## config.mk

```make
export PLATFORM = sky130hd
export DESIGN_NAME = csr_req_bridge
export DESIGN_NICKNAME = d
export VERILOG_FILES = /design/src/rtl/csr_req_bridge.sv
export SDC_FILE = /design/constraint.sdc
export NUM_CORES = 1
export LEC_CHECK = 0
export ABC_AREA = 1
export BUFFER_PORTS_ARGS = -buffer_cell sky130_fd_sc_hd__buf_2
export CAP_MARGIN = 10
export CORE_ASPECT_RATIO = 0.5
export CORE_MARGIN = 4
export CORE_UTILIZATION = 50
export CTS_CLUSTER_DIAMETER = 200
export DETAILED_ROUTE_END_ITERATION = 7
export GPL_ROUTABILITY_DRIVEN = 0
export PLACE_DENSITY = 0.88
export SLEW_MARGIN = 40
export SYNTH_ARGS = -nofsm -noshare
export SYNTH_HDL_FRONTEND = slang
export SYNTH_SLANG_ARGS = --single-unit
export TNS_END_PERCENT = 30
```

## constraint.sdc

```tcl
create_clock -name clk -period 5.1 [get_ports clk]
set_input_delay 0.255 -clock clk [delete_from_list [all_inputs] [get_ports clk]]
set_output_delay 0.255 -clock clk [all_outputs]
set_load 0.05 [all_outputs]
```

## src/rtl/csr_req_bridge.sv

```systemverilog
// Request/response front-end for the CSR register file: turns one valid/ready request
// into a single select/write beat, waits out the read latency and returns the response.
module csr_req_bridge #(
    parameter int ADDR_W  = 16,
    parameter int DATA_W  = 32,
    parameter int NUM_CSR = 32,
    parameter int NUM_RW  = 16,
    parameter int RD_LAT  = 1
) (
    input  logic              clk,
    input  logic              reset_l,
    input  logic              req_valid,
    output logic              req_ready,
    input  logic              req_write,
    input  logic [ADDR_W-1:0] req_addr,
    input  logic [DATA_W-1:0] req_wdata,
    output logic              rsp_valid,
    input  logic              rsp_ready,
    output logic [DATA_W-1:0] rsp_rdata,
    output logic              rsp_err,
    output logic              csr_we,
    output logic [ADDR_W-1:0] csr_sel,
    output logic [DATA_W-1:0] csr_wdata,
    input  logic [DATA_W-1:0] csr_rdata,
    output logic [7:0]        err_count
);

    localparam int CNT_W = (RD_LAT > 1) ? $clog2(RD_LAT) : 1;

    typedef enum logic [1:0] {IDLE, ISSUE, WAIT, RESP} state_t;

    state_t            state;
    state_t            state_nxt;
    logic [CNT_W-1:0]  cnt;
    logic              write_q;
    logic              err_q;
    logic [ADDR_W-1:0] addr_q;
    logic [DATA_W-1:0] wdata_q;
    logic              accept;
    logic              sample;
    logic              req_err;

    function automatic logic [7:0] sat_inc8(input logic [7:0] v);
        return (v == 8'hFF) ? v : v + 8'd1;
    endfunction

    // Full-width compares so high address bits can never alias into the decoded range.
    assign req_err = (req_addr >= ADDR_W'(NUM_CSR)) |
                     (req_write & (req_addr >= ADDR_W'(NUM_RW)));

    always_ff @(posedge clk) begin
        if (!reset_l) begin
            state <= IDLE;
        end else begin
            state <= state_nxt;
        end
    end

    always_comb begin
        state_nxt = state;
        req_ready = 1'b0;
        rsp_valid = 1'b0;
        csr_we    = 1'b0;
        csr_sel   = '0;
        csr_wdata = '0;
        accept    = 1'b0;
        sample    = 1'b0;
        case (state)
            IDLE: begin
                req_ready = 1'b1;
                if (req_valid) begin
                    accept    = 1'b1;
                    state_nxt = ISSUE;
                end
            end
            ISSUE: begin
                csr_sel   = addr_q;
                csr_wdata = wdata_q;
                csr_we    = write_q & ~err_q;
                state_nxt = WAIT;
            end
            WAIT: begin
                csr_sel = addr_q;
                if (cnt == '0) begin
                    sample    = 1'b1;
                    state_nxt = RESP;
                end
            end
            RESP: begin
                rsp_valid = 1'b1;
                csr_sel   = addr_q;
                if (rsp_ready) begin
                    state_nxt = IDLE;
                end
            end
            default: state_nxt = IDLE;
        endcase
    end

    // Request capture: data only, qualified by the handshake.
    always_ff @(posedge clk) begin
        if (accept) begin
            write_q <= req_write;
            addr_q  <= req_addr;
            wdata_q <= req_wdata;
            err_q   <= req_err;
        end
    end

    always_ff @(posedge clk) begin
        if (state == ISSUE) begin
            cnt <= CNT_W'(RD_LAT - 1);
        end else if (state == WAIT && cnt != '0) begin
            cnt <= cnt - 1'b1;
        end
    end

    // Response capture and error accounting.
    always_ff @(posedge clk) begin
        if (!reset_l) begin
            rsp_rdata <= '0;
            rsp_err   <= 1'b0;
            err_count <= 8'h00;
        end else begin
            if (sample) begin
                rsp_rdata <= (!write_q && !err_q) ? csr_rdata : '0;
                rsp_err   <= err_q;
            end
            if (accept && req_err) begin
                err_count <= sat_inc8(err_count);
            end
        end
    end

endmodule

```

==> key figures <==
Floorplan
  – Die height: a little under 70 um
  – Row count: 21
  – Die Wd: between 100 and 150 um
  – Initial Util: a little over half
  – Die area: approximately 9000 um^2
  – CORE AREA: 6990 um^2
  – I/O pins: 177

Clock tree
  – CTS tree: built
  – Latest clock arrival within the worst-skew pair: ~330 ps
  – Max clock buf depth: 2
  – TritonCTS Sinks: 94
  – CTS buffer count: 9
  – Htree depth: 3
  – Setup Buffers After CTS: 0
  – CTS Hold Bufs: 0
  – Post-CTS sizing: 0
  – Worst-path clk slew: about 60 ps
  – Root buf cell: clkbuf_16

Worst setup path
  – Largest fanout on the critical path: 32
  – Worst path arrival time: 2830 ps
  – Setup CP Type: flop to flop
  – Critical Path Sink Type: flop
  – CP Launch Type: flop
  – CP required: between 5000 and 6000 ps

Finish
  – Layout cell share with drive strength beyond 1: about a third
  – Final #Nets: approximately 670
  – Finished Layout Cells: 678
  – FILL cells: ~550
  – Layout Utilization: 71.7%
  – Final Cell Area: ~5000 um^2
  – P&R area growth vs syn: 33.5%
  – Antenna diodes: 0

Place
  – Dpl hpwl: 6370 um
  – Post-DP Area: about 4700 um^2
  – IO Port Bufs: between 150 and 200
  – Pre-CTS setup slack: between 2000 and 2500 ps
  – Placed instance count: between 600 and 700

Global routing
  – Initial antenna violation count: 0
  – Vias in the first global route: between 2000 and 3000
  – Grt ovf: 0
  – Total track usage: 18.9%
  – Largest net degree at the start of global routing: 42
  – First-pass GRT wire length: roughly 14000 um

Drt
  – DRC viols: 0
  – Final wirelength: 8600 um
  – Starting DRC count in detailed routing: between 150 and 200
  – Avg WL per Cell: ~13 um
  – Routed Antenna Nets: 0
  – Via density per instance: 4.69
  – Pre-antenna DRT Iters: 4
  – Vias: between 3000 and 4000

Timing
  – Worst hold slack: a little under 100 ps
  – Fin worst setup slack: around 2500 ps
  – Final hold violations: 0
  – Final setup TNS: 0 ps
  – Final Max Slew Viols: 0
  – Max Freq: 380 MHz
  – Tcrit/Tclk final: about half
  – Relative slew slack: about 54%
  – Worst Tran Pin Value: ~690 ps
  – Final setup skew: just over 6 ps
  – Final setup viols: 0
  – RSZ-0062 raised after global routing: no
  – Final critical-path required period: around 2600 ps

Synthesis
  – Flops & latches, synth: 94
  – Post-synthesis mux area share: 0%
  – Yosys warning total: 0
  – Synth cell types: 22
  – Largest family of logic cells by synthesized area: simple AND/OR/NAND/NOR gates
  – Post-synthesis sequential area ratio: between 60% and 70%
  – Mapped Cells: between 400 and 500
  – Mapped cell area: approximately 3800 um^2
  – Simple-Gate Fraction of Synth Area: approximately a fifth
  – Post-synthesis xor/xnor area fraction: less than 1%
  – Compound-Gate Fraction of Synth Area: about 6.5%
  – Average cell area after synthesis: around 9.2 um^2
  – Mapped Nets: 496
  – Post-synthesis adder-cell area fraction: 1.67%

Min path
  – Hold crit path type: input pin to flop

Power
  – PD cells: 504 nW/um^2
  – Peak VDD IR: between 200 and 250 uV
  – P_leak: 2.55 nW
  – Power Total: roughly 2.5 mW

Flow run
  – Max Cap Viol: 0

Status
  – Outcome: finished, final reports clean
[layout make-up]
class | instances | area [um^2] | share of cell area, %
clock inverter | 2 | 11.3 | 0.225
inverter | 64 | 240 | 4.79
sequential | 94 | 2380 | 47.5
clock buffer | 14 | 295 | 5.89
multi-input combinational | 232 | 1050 | 20.9
tap | 92 | 115 | 2.30
timing repair buffer | 180 | 918 | 18.3
[worst paths after layout]
| kind | depth (start not counted) | endpoint | startpoint | slack [ps] |
|---|---|---|---|---|
| worst max-delay path | 8 | err_count[4] | state[0] | 2470 |
| worst min register to register | 2 | rsp_rdata[23] | rsp_rdata[23] | 460 |
| worst max register to register | 8 | err_count[4] | state[0] | 2470 |
| worst min-delay path | 1 | wdata_q[14] | req_wdata[14] | 100 |
[Yosys cell counts (all sizes together)]
cell      n  area share [%]
inv      63             6.3
a21oi    42             5.6
clkbuf   11             1.1
buf       5             1.1
clkinv    1            0.10
nand2   131              13
nand4     8             1.3
nand3     5             1.0
edfxtp   50              40
nor2     31             3.2
nor3      3            0.70
ha        5             1.7
dfxtp    44              23
o21ai     5            0.67
xor2      1            0.23
a211oi    1            0.20
[worst max-delay path, stage by stage (launching register included)]
cell,delay [ps]
dfxtp_1,340
inv_1,120
ha_1,620
nand2_1,150
inv_2,440
buf_4,470
nand3_4,180
nand2_1,110
a21oi_1,60
[registers in the layout (all words and copies together), names as in the netlist]
register / flops
rsp_rdata: 32
wdata_q: 32
addr_q: 16
err_count: 8
state: 2
cnt: 1
err_q: 1
rsp_err: 1
write_q: 1
[cells in the final DEF (no fill, tap or decap), types with 2 or more instances in the layout]
cell	n
buf_4	3
ha_1	4
nor3_1	2
inv_1	63
a21oi_1	42
nand2_2	3
nor2_1	30
nand4_1	8
clkbuf_8	3
edfxtp_1	50
nand3_1	4
buf_2	176
dfxtp_1	44
o21ai_0	5
clkbuf_16	10
nand2_1	128
[cells by family after synthesis]
family          count (synthesis)
flops                          94
buf+inv                        80
xor+xnor                        1
fa+ha+maj                       5
compound gates                 48
simple gates                  178
[where the power goes]
group          internal (mW)  switching (mW)
clock                  0.400           0.260
combinational          0.178           0.721
sequential             0.930          0.0350
total                   1.51            1.02
[per-layer routing]
layer	vias to the layer above	global-route usage [%]	share of wire, %
li1	1626	-	-
met2	109	31.6	49
met1	1428	23.1	42
met3	18	5.85	6.8
met4	0	6.39	2.1
met5	-	0	0
Note: power is estimated with default switching activity, not from simulation.
